==> src/rtl/dvs_fifo_bus_arbiter.sv <==
// rtl/dvs_fifo_bus_arbiter.sv - round-robin arbiter and write sequencer for the shared event-FIFO write bus
module dvs_fifo_bus_arbiter #(
    parameter int NUM_REQ    = 4,
    parameter int EVENT_BITS = 32
) (
    input  logic                          clk,
    input  logic                          rst_n,
    input  logic [NUM_REQ-1:0]            req,
    input  logic [NUM_REQ-1:0]            wr_en_in,
    input  logic [NUM_REQ*EVENT_BITS-1:0] event_in,
    input  logic                          fifo_full,
    output logic [NUM_REQ-1:0]            grant,
    output logic                          fifo_wr_en,
    output logic [EVENT_BITS-1:0]         fifo_wdata,
    output logic                          busy,
    output logic                          protocol_err
);

    localparam int PW = (NUM_REQ > 1) ? $clog2(NUM_REQ) : 1;

    typedef enum logic [1:0] {
        IDLE  = 2'd0,
        GRANT = 2'd1,
        WRITE = 2'd2
    } state_t;

    state_t               state;
    state_t               state_next;
    logic [PW-1:0]        rr_ptr;
    logic [PW-1:0]        rr_ptr_next;
    logic [PW-1:0]        owner;
    logic [PW-1:0]        owner_next;
    logic [PW-1:0]        winner;
    logic [PW:0]          cand;
    logic                 found;
    logic [NUM_REQ-1:0]   grant_next;
    logic [NUM_REQ-1:0]   owner_mask;
    logic [NUM_REQ-1:0]   stray_wr;
    logic                 missing_wr;
    logic [EVENT_BITS-1:0] event_arr [NUM_REQ];

    // Unpack the flat event bus into one word per requester.
    for (genvar g = 0; g < NUM_REQ; g++) begin : g_unpack
        assign event_arr[g] = event_in[g*EVENT_BITS +: EVENT_BITS];
    end

    // Round-robin search: first requester after rr_ptr, wrapping to 0.
    always_comb begin
        found  = 1'b0;
        winner = '0;
        cand   = '0;
        for (int i = 1; i <= NUM_REQ; i++) begin
            cand = {1'b0, rr_ptr} + (PW+1)'(i);
            if (cand >= (PW+1)'(NUM_REQ)) begin
                cand = cand - (PW+1)'(NUM_REQ);
            end
            if (!found && req[cand[PW-1:0]]) begin
                found  = 1'b1;
                winner = cand[PW-1:0];
            end
        end
    end

    // Next-state logic: IDLE decides, GRANT and WRITE each last one cycle.
    always_comb begin
        state_next  = state;
        grant_next  = '0;
        owner_next  = owner;
        rr_ptr_next = rr_ptr;
        case (state)
            IDLE: begin
                if (found && !fifo_full) begin
                    grant_next  = NUM_REQ'(1) << winner;
                    owner_next  = winner;
                    rr_ptr_next = winner;
                    state_next  = GRANT;
                end
            end
            GRANT:   state_next = WRITE;
            WRITE:   state_next = IDLE;
            default: state_next = IDLE;
        endcase
    end

    // FIFO port forwarding and protocol-violation detection.
    always_comb begin
        owner_mask = NUM_REQ'(1) << owner;
        fifo_wr_en = (state == WRITE) && wr_en_in[owner];
        fifo_wdata = (state == WRITE) ? event_arr[owner] : '0;
        busy       = (state != IDLE);
        stray_wr   = (state == WRITE) ? (wr_en_in & ~owner_mask) : wr_en_in;
        missing_wr = (state == WRITE) && !wr_en_in[owner];
    end

    // State, grant, ownership and sticky error registers.
    always_ff @(posedge clk) begin
        if (!rst_n) begin
            state        <= IDLE;
            grant        <= '0;
            owner        <= '0;
            rr_ptr       <= PW'(NUM_REQ-1);
            protocol_err <= 1'b0;
        end else begin
            state        <= state_next;
            grant        <= grant_next;
            owner        <= owner_next;
            rr_ptr       <= rr_ptr_next;
            protocol_err <= protocol_err | (|stray_wr) | missing_wr;
        end
    end

endmodule

==> config.mk <==
export PLATFORM = sky130hd
export DESIGN_NAME = dvs_fifo_bus_arbiter
export DESIGN_NICKNAME = d
export VERILOG_FILES = /design/src/rtl/dvs_fifo_bus_arbiter.sv
export SDC_FILE = /design/constraint.sdc
export NUM_CORES = 1
export LEC_CHECK = 0
export BUFFER_PORTS_ARGS = -buffer_cell sky130_fd_sc_hd__buf_2
export CORE_UTILIZATION = 31
export CTS_CLUSTER_SIZE = 40
export DETAILED_ROUTE_END_ITERATION = 10
export PLACE_DENSITY = 0.87
export SLEW_MARGIN = 20
export SYNTH_ARGS = -nofsm -noshare
export SYNTH_HDL_FRONTEND = slang
export SYNTH_SLANG_ARGS = --single-unit
==> constraint.sdc <==
create_clock -name clk -period 1.4 [get_ports clk]
set_clock_uncertainty 0.1 [all_clocks]
set_input_delay 0.14 -clock clk [delete_from_list [all_inputs] [get_ports clk]]
set_output_delay 0.14 -clock clk [all_outputs]
set_load 0.02 [all_outputs]
## Yosys cells after proc, flatten, opt, wreduce, memory -nomap -nowiden

Cells that the tools add are included.

| word-level totals | value |
|---|---|
| bits in registers | 11 |
| input port bits | 139 |
| logic and storage cells | 78 |

| cells by class | value |
|---|---|
| add/sub/neg operators | 8 |
| order comparisons | 10 |
| eq/ne operators | 3 |
| shift-type cells | 2 |
| muxes and demuxes | 29 |
| bitwise logic cells | 5 |
| reduce and logical (&&, ||, !) cells | 16 |

Operators by type and width:

| kind | number |
|---|---|
| 32-bit two-way mux | 3 |
| 32-bit binary-select mux with 2-bit select | 1 |
| 2-bit two-way mux | 9 |
| 3-bit greater-or-equal comparator, second input constant | 5 |
| 2-bit by 3-bit < comparator with 1-bit output, second input constant | 5 |
| 1-bit binary-select mux with 2-bit select | 5 |
| 1-bit two-way mux | 9 |
| 1-bit by 2-bit left shift with 4-bit output, first input constant | 2 |
| 2-bit by 1-bit subtractor with 2-bit output, second input constant | 4 |
| 2-bit by 2-bit adder with 3-bit output, second input constant | 2 |
| 1-bit logical AND | 6 |
| 1-bit zero test | 5 |
| 4-bit AND | 1 |
| 4-bit two-way mux | 1 |
| 4-bit inverter | 1 |
| 2-bit one-hot mux with 2 select lines | 1 |
| 4-bit OR reduction | 1 |
| 2-bit by 1-bit adder with 3-bit output, second input constant | 1 |
| 2-bit by 3-bit adder with 3-bit output, second input constant | 1 |
| 2-bit inverter with 3-bit output | 1 |
| 3-bit AND reduction | 1 |
| 2-bit by 1-bit equality test with 1-bit output, second input constant | 1 |
| 2-bit equality test, second input constant | 1 |
| 2-bit zero test | 1 |
| 4 further kinds | 5 |

## Logic depth before layout (Yosys ltp)

Gate-level depths: netlist (run 1).

| depth | value |
|---|---|
| depth in word-level cells | 18 |
| gate-level depth with buffers | 5 |
| mapped depth without buffers | 4 |

## Worst setup path after synthesis (run 1)

No wires, ideal clock.

| timing path | value |
|---|---|
| path type | register -> output |
| start | register owner[0] |
| end | output fifo_wdata[21] |
| arrival time | 1419 ps |
| required time | 1160 ps |
| setup slack | -259 ps |
| cell stages (with the launch flop) | 5 |
| cell sequence | dfxtp_1 -> buf_6 -> buf_2 -> mux4_2 -> nor2b_1 |

| on the way | value |
|---|---|
| longest elaborated chain between the ends | 5 |

RTL lines:

| element | RTL line | source |
|---|---|---|
| from (decl) | 31 | `logic [PW-1:0] owner;` |
| from (signal assigned) | 106 | `owner <= owner_next;` |
| 2-bit inverter with 3-bit output (implied by the code) | 89 | `fifo_wdata = (state == WRITE) ? event_arr[owner] : '0;` |
| 32-bit binary-select mux with 2-bit select | 89 |  |
| 32-bit two-way mux (implied by the code) (2 in a row) | 89 |  |
| 32-bit two-way mux | 89 |  |
| to (decl) | 14 | `output logic [EVENT_BITS-1:0] fifo_wdata,` |

Every way passes these cells. The select of a mux whose other input is x is not followed.

## Worst setup path in the final report (run 1)

| timing path | value |
|---|---|
| start | register owner[0] |
| end | output fifo_wdata[24] |

The elaborated chain is that of the path after synthesis.

==> qor.yml, run 1 <==
status: "finished, violations left"
failed_checks: "negative setup slack"
slew_headroom_pct: 80.70
area_delta_synth_final_pct: 98.78
timing.rr.end: "protocol_err"
place_congestion: 0.7625
r2r_start: "owner[0]"
synthCells: 134
syn_avg_cell_area_um2: 11.47
fp-row-count: 25
yosysWarnings: 0
fin_crit_sh_pct: 138.4
r2r_slack_ns: -0.35
viasPerCell: 5.041
fin_nets: 463
clock_latency_ns: 0.24
worstHoldEndpoint: "rr_ptr[1]"
clock-sinks: 11
ant_nets: 0
post-route-util_pct: 64.24
top_usage_layer: "met2"
place_ws_ns: -0.2999
layout_commonest_cell: "buf_2"
static-leakage-power_uw: 0.001445
setup_viol: 35
antenna_found_initial: 0
die_h_um: 72.40
grt_pass1_vias: 1913
use_met1_pct: 24.30
synth_top_area_share_pct: 45.44
max_freq_mhz: 516.2
grt-ovfl-total: 0
drt-initial-drc-count: 40
cts.clk_slew.worst_paths_ns: 0.05
drive_gt1_share_pct: 83.28
syn_nets: 273
numCtsBuffers: 3
syn_area_mm2: 0.001536
peakVddDrop_v: 0.0004093
ys_seq_area_share_pct: 14.33
firstDrtPassIters: 4
ios: 178
n_antenna_cell: 0
most-common-layout-cells: "buf_2 (155), mux4_2 (33), buf_6 (24)"
power.density_mw_per_mm2: 522.2
routedWlPerCell_um: 17.18
grt_pass1_wl_um: 8790
ys_ff_latch: 11
cts_max_level: 1
synth_top_area_cell: "mux4_2"
grt_max_degree: 23
setup.worst_path.start_class: "flop"
min_delay_path_depth: 2
clock_tree.root_cell: "clkbuf_8"
vias: 1966
worstMarginPinSlew_ns: 0.2864
ff2ff_path_depth: 5
cap_violations: 0
worstPathMaxFanout: 8
cts_buffer_depth: 2
drc: 0
track_usage_pct: 21.36
die_w_um: 72.40
crit_required_ns: 1.16
worst_slack_ns: -0.5371
grt_use_met2_pct: 39.77
synth_area_leaders: "mux4_2 (45%), dfxtp_1 (14%), nor2b_1 (13%)"
report.final.slew_viol_count: 0
hold_path.class: "in2reg"
design.core.area_mm2: 0.004755
total_power_uw: 1595
dp_hpwl_um: 5009
arrival_ns: 1.70
fill_cells: 408
crit_path_end_kind: "output pin"
layout_min_cycle_time_ns: 1.937
die_area_mm2: 0.005242
tns_ns: -16.22
cts_tree: "yes"
use_met3_pct: 5.972
finalHoldViolations: 0
rsz0062_at_grt: "yes"
start_util_pct: 32.32
io_buffers: 177
worstHoldStart: "rst_n"
path_class: "reg2out"
routed_wl_um: 6701
synth.distinct_cells: 33
## registers in the layout, summed over array words and instances (netlist names)
signal	cells
state	2
protocol_err	1
owner	2
grant	4
rr_ptr	2
## per-layer routing
metal	wire, µm	vias up
met1	2339	946
met5	0	-
met3	603	14
li1	-	902
met4	110	0
met2	3647	104
## critical path, stage by stage (launching register included)
cell	delay, ns
dfxtp_4	0.45
clkbuf_16	0.20
mux4_2	0.50
nor2b_2	0.18
buf_6	0.13
## logic make-up (layout without fill, tap and decap cells)
| family | after synthesis | in the layout | synth area share [%] |
|---|---|---|---|
| mux | 35 | 35 | 50.49 |
| buf+inv | 14 | 203 | 5.129 |
| flops | 11 | 11 | 14.33 |
| compound gates | 13 | 13 | 6.842 |
| simple gates | 61 | 61 | 23.21 |
## cells in the mapped netlist, drive strengths merged
cell	count
and2	1
mux2i	1
a31oi	1
and3b	1
nor2b	33
inv	1
o22ai	1
buf	7
nor4	1
or2	1
o41a	1
a21o	1
dfxtp	11
nor2	8
nor3	1
nand3b	2
o21ai	2
o32ai	1
o31ai	1
clkbuf	6
mux4	33
o21a	1
or2b	1
mux2	1
o22a	1
nand3	2
o311ai	1
a21boi	2
nand2	5
nand2b	5
## power by group
| group | internal [µW] | switching (µW) |
|---|---|---|
| Clock | 195 | 120 |
| Sequential | 335 | 29.6 |
| Combinational | 579 | 335 |
| Total | 1110 | 485 |
## worst max-delay path by stage
stage                         from              to  depth (start not counted)
final                     owner[0]  fifo_wdata[24]                          4
after floorplan           owner[0]    protocol_err                          5
after global routing      owner[0]  fifo_wdata[20]                          4
after CTS                 owner[0]  fifo_wdata[14]                          4
after global placement    owner[0]  fifo_wdata[28]                          4
after detailed placement  owner[0]  fifo_wdata[28]                          4
## what timing repair did
item                                    4_1_cts  5_1_grt
resized for setup                            37       48
pin swaps                                     2        0
cloned                                        1        2
setup buffers                                 3        3
hold buffers                                  0        0
endpoints found under the setup margin       42       41
## area by class of cell
| class | instances | area (µm²) | area share [%] |
|---|---|---|---|
| clock inverters | 1 | 5.005 | 0.1639 |
| repair buffers | 198 | 1294 | 42.36 |
| inverters | 1 | 3.754 | 0.1229 |
| multi-input cells | 109 | 1400 | 45.84 |
| well taps | 67 | 83.83 | 2.745 |
| clock buffers | 3 | 41.29 | 1.352 |
| flip-flops and latches | 11 | 226.5 | 7.415 |
## metrics by stage
| stage | hold slack, ns | std cells | area [µm²] |
|---|---|---|---|
| final | 0.07130 | 390 | 3054 |
| after detailed placement | 0.3118 | 378 | 2611 |
| after floorplan | 0.1997 | 134 | 1592 |
| after global placement | 0.3037 | 378 | 2611 |
| after CTS | 0.05765 | 385 | 2813 |
| after global routing | 0.08186 | 390 | 3054 |
(Power assumes the default switching activity.)
==> run 2: changes to the inputs <==
- CORE_MARGIN: unset -> 2
- CTS_BUF_LIST: unset -> sky130_fd_sc_hd__clkbuf_4
==> run 2 against run 1 <==
Worst hold slack worse by 0.033 ns. Clock power down 29%. The flow still finishes with violations (negative setup slack). Via count down 1.5%. Die area up 5.6%. Cell count down 1.0%.
==> qor.yml, run 2 (same netlist as run 1, synthesis figures left out) <==
firstDrtPassIters: 4  # unchanged
r2r_start: "state[1]"  # was owner[0]
finalHoldViolations: 0  # unchanged
crit_path_top_delay_cell: "mux4_2"  # unchanged
grt_pass1_vias: 1824  # was 1,913
max_freq_mhz: 517.0  # was 516.2 MHz
drc: 0  # unchanged
io_buffers: 177  # unchanged
crit_family: "multiplexers"  # unchanged
crit_path_max_incr_delay_ns: 0.50  # about the same
hold_slack_ns: 0.03819  # was 0.07130 ns
ant_nets: 0  # unchanged
dp_hpwl_um: 5242  # was 5009 µm
hold_path.class: "in2reg"  # unchanged
crit_required_ns: 1.16  # about the same
fill_cells: 415  # was 408
numCtsBuffers: 3  # unchanged
report.final.slew_viol_count: 0  # unchanged
viasPerCell: 5.016  # was 5.041
clock_tree.root_cell: "clkbuf_4"  # was clkbuf_8
die_w_um: 74.40  # was 72.40 µm
clock-sinks: 11  # unchanged
path_class: "reg2out"  # unchanged
fin_nets: 459  # was 463
n_antenna_cell: 0  # unchanged
rsz0062_at_grt: "yes"  # unchanged
fp-row-count: 25  # unchanged
top_register: "grant"  # unchanged
tns_ns: -16.57  # was -16.22 ns
die_h_um: 74.40  # was 72.40 µm
routedWlPerCell_um: 15.81  # was 17.18 µm
peakVddDrop_v: 0.0003573  # was 0.0004093 V
most-common-layout-cells: "buf_2 (171), mux4_2 (31), nor2b_1 (24)"  # was buf_2 (155), mux4_2 (33), buf_6 (24)
crit_start: "owner[0]"  # unchanged
crit_path_end_kind: "output pin"  # unchanged
ff2ff_path_depth: 4  # was 5
largest_reg_flops: 4  # unchanged
power.density_mw_per_mm2: 505.5  # was 522.2 mW/mm²
start_util_pct: 32.32  # unchanged
status: "finished, violations left"  # unchanged
cts_max_level: 1  # unchanged
drt-initial-drc-count: 71  # was 40
design.core.area_mm2: 0.004755  # unchanged
place_congestion: 0.7487  # was 0.7625
arrival_ns: 1.69  # was 1.70 ns
cts_buffer_depth: 2  # unchanged
routed_wl_um: 6101  # was 6701 µm
track_usage_pct: 19.30  # was 21.36%
ios: 178  # unchanged
layout_commonest_cell: "buf_2"  # unchanged
worst-path-buf-inv: 2  # unchanged
grt-ovfl-total: 0  # unchanged
r2r_slack_ns: -0.12  # was -0.35 ns
grt_max_degree: 26  # was 23
worst_slack_ns: -0.5343  # was -0.5371 ns
worstMarginPinSlew_ns: 0.3601  # was 0.2864 ns
critPathCapture: "fifo_wdata[26]"  # was fifo_wdata[24]
failed_checks: "negative setup slack"  # unchanged
antenna_found_initial: 0  # unchanged
cts_tree: "yes"  # unchanged
grt_pass1_wl_um: 8259  # was 8790 µm
path_cells: "buf_4 -> mux4_2 -> nor2b_2 -> buf_2"  # was clkbuf_16 -> mux4_2 -> nor2b_2 -> buf_6
cap_violations: 0  # unchanged
timing.rr.end: "protocol_err"  # unchanged
worstPathMaxFanout: 6  # was 8
static-leakage-power_uw: 0.001323  # was 0.001445 µW
cts.clk_slew.worst_paths_ns: 0.08  # was 0.05 ns
cp.depth: 4  # unchanged
clock_latency_ns: 0.28  # was 0.24 ns
slew_headroom_pct: 75.88  # was 80.70%
fin_crit_sh_pct: 138.2  # was 138.4%
post-route-util_pct: 57.79  # was 64.24%
die_area_mm2: 0.005535  # was 0.005242 mm²
vias: 1936  # was 1,966
drive_gt1_share_pct: 79.00  # was 83.28%
area_delta_synth_final_pct: 78.83  # was 98.78%
setup_viol: 34  # was 35
layout_min_cycle_time_ns: 1.934  # was 1.937 ns
setup.worst_path.start_class: "flop"  # unchanged
[run 2: changes by cell type in the layout (fill, tap and decap cells not counted), sizes merged]
cell / previous run / this run
buf: 196 / 194
clkbuf: 5 / 3
[run 2: timing repair]
action	in CTS	in global routing
endpoints found under the setup margin	41	39
setup buffers	3	0
pin swaps	2	1
hold buffers	0	0
gates resized for setup	10	15
cloned	0	0
[run 2: worst register-to-register path, delay by kind of cell (launching register included)]
family             cells  cell delay [ns]
DFF                    1             0.34
AOI/OAI and AO/OA      2             0.57
and+or+nand+nor        2             0.40
[run 2: final cells by class]
cell class	count	area (µm²)	share of cell area (%)
flip-flops and latches	11	230.2	8.379
repair buffers	194	1097	39.94
clock buffers	3	22.52	0.8197
well taps	67	83.83	3.051
multi-input cells	109	1305	47.50
inverters	1	3.754	0.1366
clock inverters	1	5.005	0.1821
[run 2: worst min-delay path by stage]
stage / from / endpoint / slack [ns] / depth (start not counted)
6_report: rst_n / rr_ptr[1] / 0.04 / 2
3_5_place_dp: rst_n / rr_ptr[1] / 0.31 / 2
5_1_grt: rst_n / rr_ptr[1] / 0.05 / 2
2_1_floorplan: fifo_full / owner[0] / 0.20 / 2
4_1_cts: rst_n / rr_ptr[1] / 0.03 / 2
3_3_place_gp: rst_n / rr_ptr[1] / 0.31 / 2
[run 2: power breakdown]
group,switching (µW),total (µW),internal (µW)
clock,119,225,106
sequential,26.7,361,334
combinational,300,804,504
[run 2: metal layers]
layer  wire length, µm  GRT usage (%)
met5                 0              0
met3               550          4.336
met2              3286          34.91
met1              2199          23.62
met4                65          3.770
[run 2: stage by stage]
stage | area (µm²) | power, µW | setup WS [ns] | cells
2_1_floorplan | 1592 | 814.6 | -0.1716 | 134
3_3_place_gp | 2628 | 1113 | -0.2834 | 380
3_5_place_dp | 2628 | 1135 | -0.3063 | 380
4_1_cts | 2693 | 1375 | -0.5475 | 386
5_1_grt | 2748 | 1477 | -0.6010 | 386
6_report | 2748 | 1389 | -0.5343 | 386
==> run 3: changes to the inputs <==
==> constraint.sdc (replaced) <==
create_clock -name clk -period 1.4 [get_ports clk]
set_clock_uncertainty 0.1 [all_clocks]
set_input_delay 0 -clock clk [delete_from_list [all_inputs] [get_ports clk]]
set_output_delay 0 -clock clk [all_outputs]
set_load 0.02 [all_outputs]
==> run 3 against run 2 <==
The flow still finishes with violations (negative setup slack). Non-clock buffer count rose by 5. Via count fell by 1.1%. Die area did not move. Wire length shrank 1.7%. Design area is 0.18% higher. First-iteration DRC count is 11% lower. Largest cell class unchanged. Highest routed layer unchanged.
==> qor.yml, run 3 (same netlist as run 1, synthesis figures left out) <==
ios: 178  # unchanged
top_register: "grant"  # unchanged
numCtsBuffers: 3  # unchanged
clock_latency_ns: 0.26  # was 0.28 ns
r2r_start: "owner[0]"  # was state[1]
power.density_mw_per_mm2: 503.8  # was 505.5 mW/mm²
area_delta_synth_final_pct: 79.15  # was 78.83%
antenna_found_initial: 0  # unchanged
fin_crit_sh_pct: 126.0  # was 138.2%
worstMarginPinSlew_ns: 0.3527  # was 0.3601 ns
hold_path.class: "in2reg"  # unchanged
fill_cells: 424  # was 415
setup.worst_path.start_class: "flop"  # unchanged
start_util_pct: 32.32  # unchanged
report.final.slew_viol_count: 0  # unchanged
clock-sinks: 11  # unchanged
layout_min_cycle_time_ns: 1.764  # was 1.934 ns
n_antenna_cell: 0  # unchanged
routed_wl_um: 6000  # was 6101 µm
fp-row-count: 25  # unchanged
largest_reg_flops: 4  # unchanged
path_class: "reg2out"  # unchanged
cts_tree: "yes"  # unchanged
slew_headroom_pct: 76.37  # was 75.88%
place_ws_ns: -0.2058  # was -0.3063 ns
crit_start: "owner[0]"  # unchanged
place_congestion: 0.7745  # was 0.7487
post-route-util_pct: 57.89  # was 57.79%
worstHoldStart: "wr_en_in[2]"  # was rst_n
grt_pass1_vias: 1841  # was 1,824
static-leakage-power_uw: 0.001323  # unchanged
drt-initial-drc-count: 63  # was 71
grt_pass1_wl_um: 8328  # was 8259 µm
dp_hpwl_um: 5151  # was 5242 µm
rsz0062_at_grt: "yes"  # unchanged
track_usage_pct: 19.14  # was 19.30%
cts.clk_slew.worst_paths_ns: 0.07  # was 0.08 ns
worst_slack_ns: -0.3640  # was -0.5343 ns
viasPerCell: 4.898  # was 5.016
io_buffers: 177  # unchanged
tns_ns: -11.06  # was -16.57 ns
clock_tree.root_cell: "clkbuf_4"  # unchanged
setup_viol: 34  # unchanged
grt_max_degree: 18  # was 26
ant_nets: 0  # unchanged
arrival_ns: 1.66  # was 1.69 ns
cap_violations: 0  # unchanged
layout_commonest_cell: "buf_2"  # unchanged
design.core.area_mm2: 0.004755  # unchanged
peakVddDrop_v: 0.0003341  # was 0.0003573 V
firstDrtPassIters: 4  # unchanged
max_freq_mhz: 566.9  # was 517.0 MHz
die_area_mm2: 0.005535  # unchanged
die_h_um: 74.40  # unchanged
drc: 0  # unchanged
most-common-layout-cells: "buf_2 (168), mux4_2 (33), nor2b_1 (33)"  # was buf_2 (171), mux4_2 (31), nor2b_1 (24)
cts_max_level: 1  # unchanged
grt-ovfl-total: 0  # unchanged
die_w_um: 74.40  # unchanged
crit_path_end_kind: "output pin"  # unchanged
routedWlPerCell_um: 15.35  # was 15.81 µm
cts_buffer_depth: 2  # unchanged
worstPathMaxFanout: 4  # was 6
finalHoldViolations: 0  # unchanged
crit_required_ns: 1.30  # was 1.16 ns
fin_nets: 464  # was 459
drive_gt1_share_pct: 75.62  # was 79.00%
vias: 1915  # was 1,936
failed_checks: "negative setup slack"  # unchanged
status: "finished, violations left"  # unchanged
[run 3: where the power goes]
group          total (µW)  internal, µW  leakage, µW  switching [µW]
Combinational         802           501      0.00121             301
Sequential            358           334    0.0000919            23.5
Clock                 227           129    0.0000184            98.1
Total                1390           965      0.00132             422
[run 3: final timing paths]
path | cells past startpoint | slack (ns) | endpoint
setup / recovery | 5 | -0.36 | fifo_wr_en
hold / removal | 4 | 0.01 | protocol_err
setup reg to reg | 6 | -0.30 | protocol_err
hold reg to reg | 1 | 0.40 | protocol_err
[run 3: through the flow]
stage | hold slack, ns | instance area (µm²) | total power [µW] | std cells
floorplan | 0.05966 | 1549 | 797.2 | 134
global placement | 0.1639 | 2585 | 1090 | 379
detailed placement | 0.1669 | 2585 | 1115 | 379
CTS | 0.004113 | 2701 | 1383 | 390
global route | 0.01096 | 2753 | 1482 | 391
finish | 0.01454 | 2753 | 1387 | 391
[run 3: per-layer routing]
layer | vias up | global-route usage [%] | routed length (µm)
li1 | 904 | - | -
met1 | 905 | 21.61 | 2211
met2 | 98 | 36.18 | 3197
met3 | 8 | 4.743 | 527
met4 | 0 | 4.167 | 64
met5 | - | 0 | 0
[run 3: timing repair]
item                       in CTS  in global routing
buffers inserted                3                  1
setup endpoints to repair      41                 43
hold endpoints to repair        8                  0
resized for setup              13                 15
hold buffers                    4                  0
pin swaps                       2                  5
[run 3: final cells by class]
| class | instances | area, µm² | area share (%) |
|---|---|---|---|
| clock buffers | 4 | 30.03 | 1.091 |
| inverters | 1 | 3.754 | 0.1364 |
| multi-input cells | 109 | 1260 | 45.77 |
| flip-flops and latches | 11 | 230.2 | 8.364 |
| well taps | 67 | 83.83 | 3.045 |
| repair buffers | 199 | 1145 | 41.59 |
[run 3: worst max-delay path, cell delays in order (launching register included)]
cell and delay (ns):
dfxtp_4 0.40, buf_4 0.12, buf_6 0.09, mux4_2 0.49
nor2b_1 0.15, buf_4 0.16
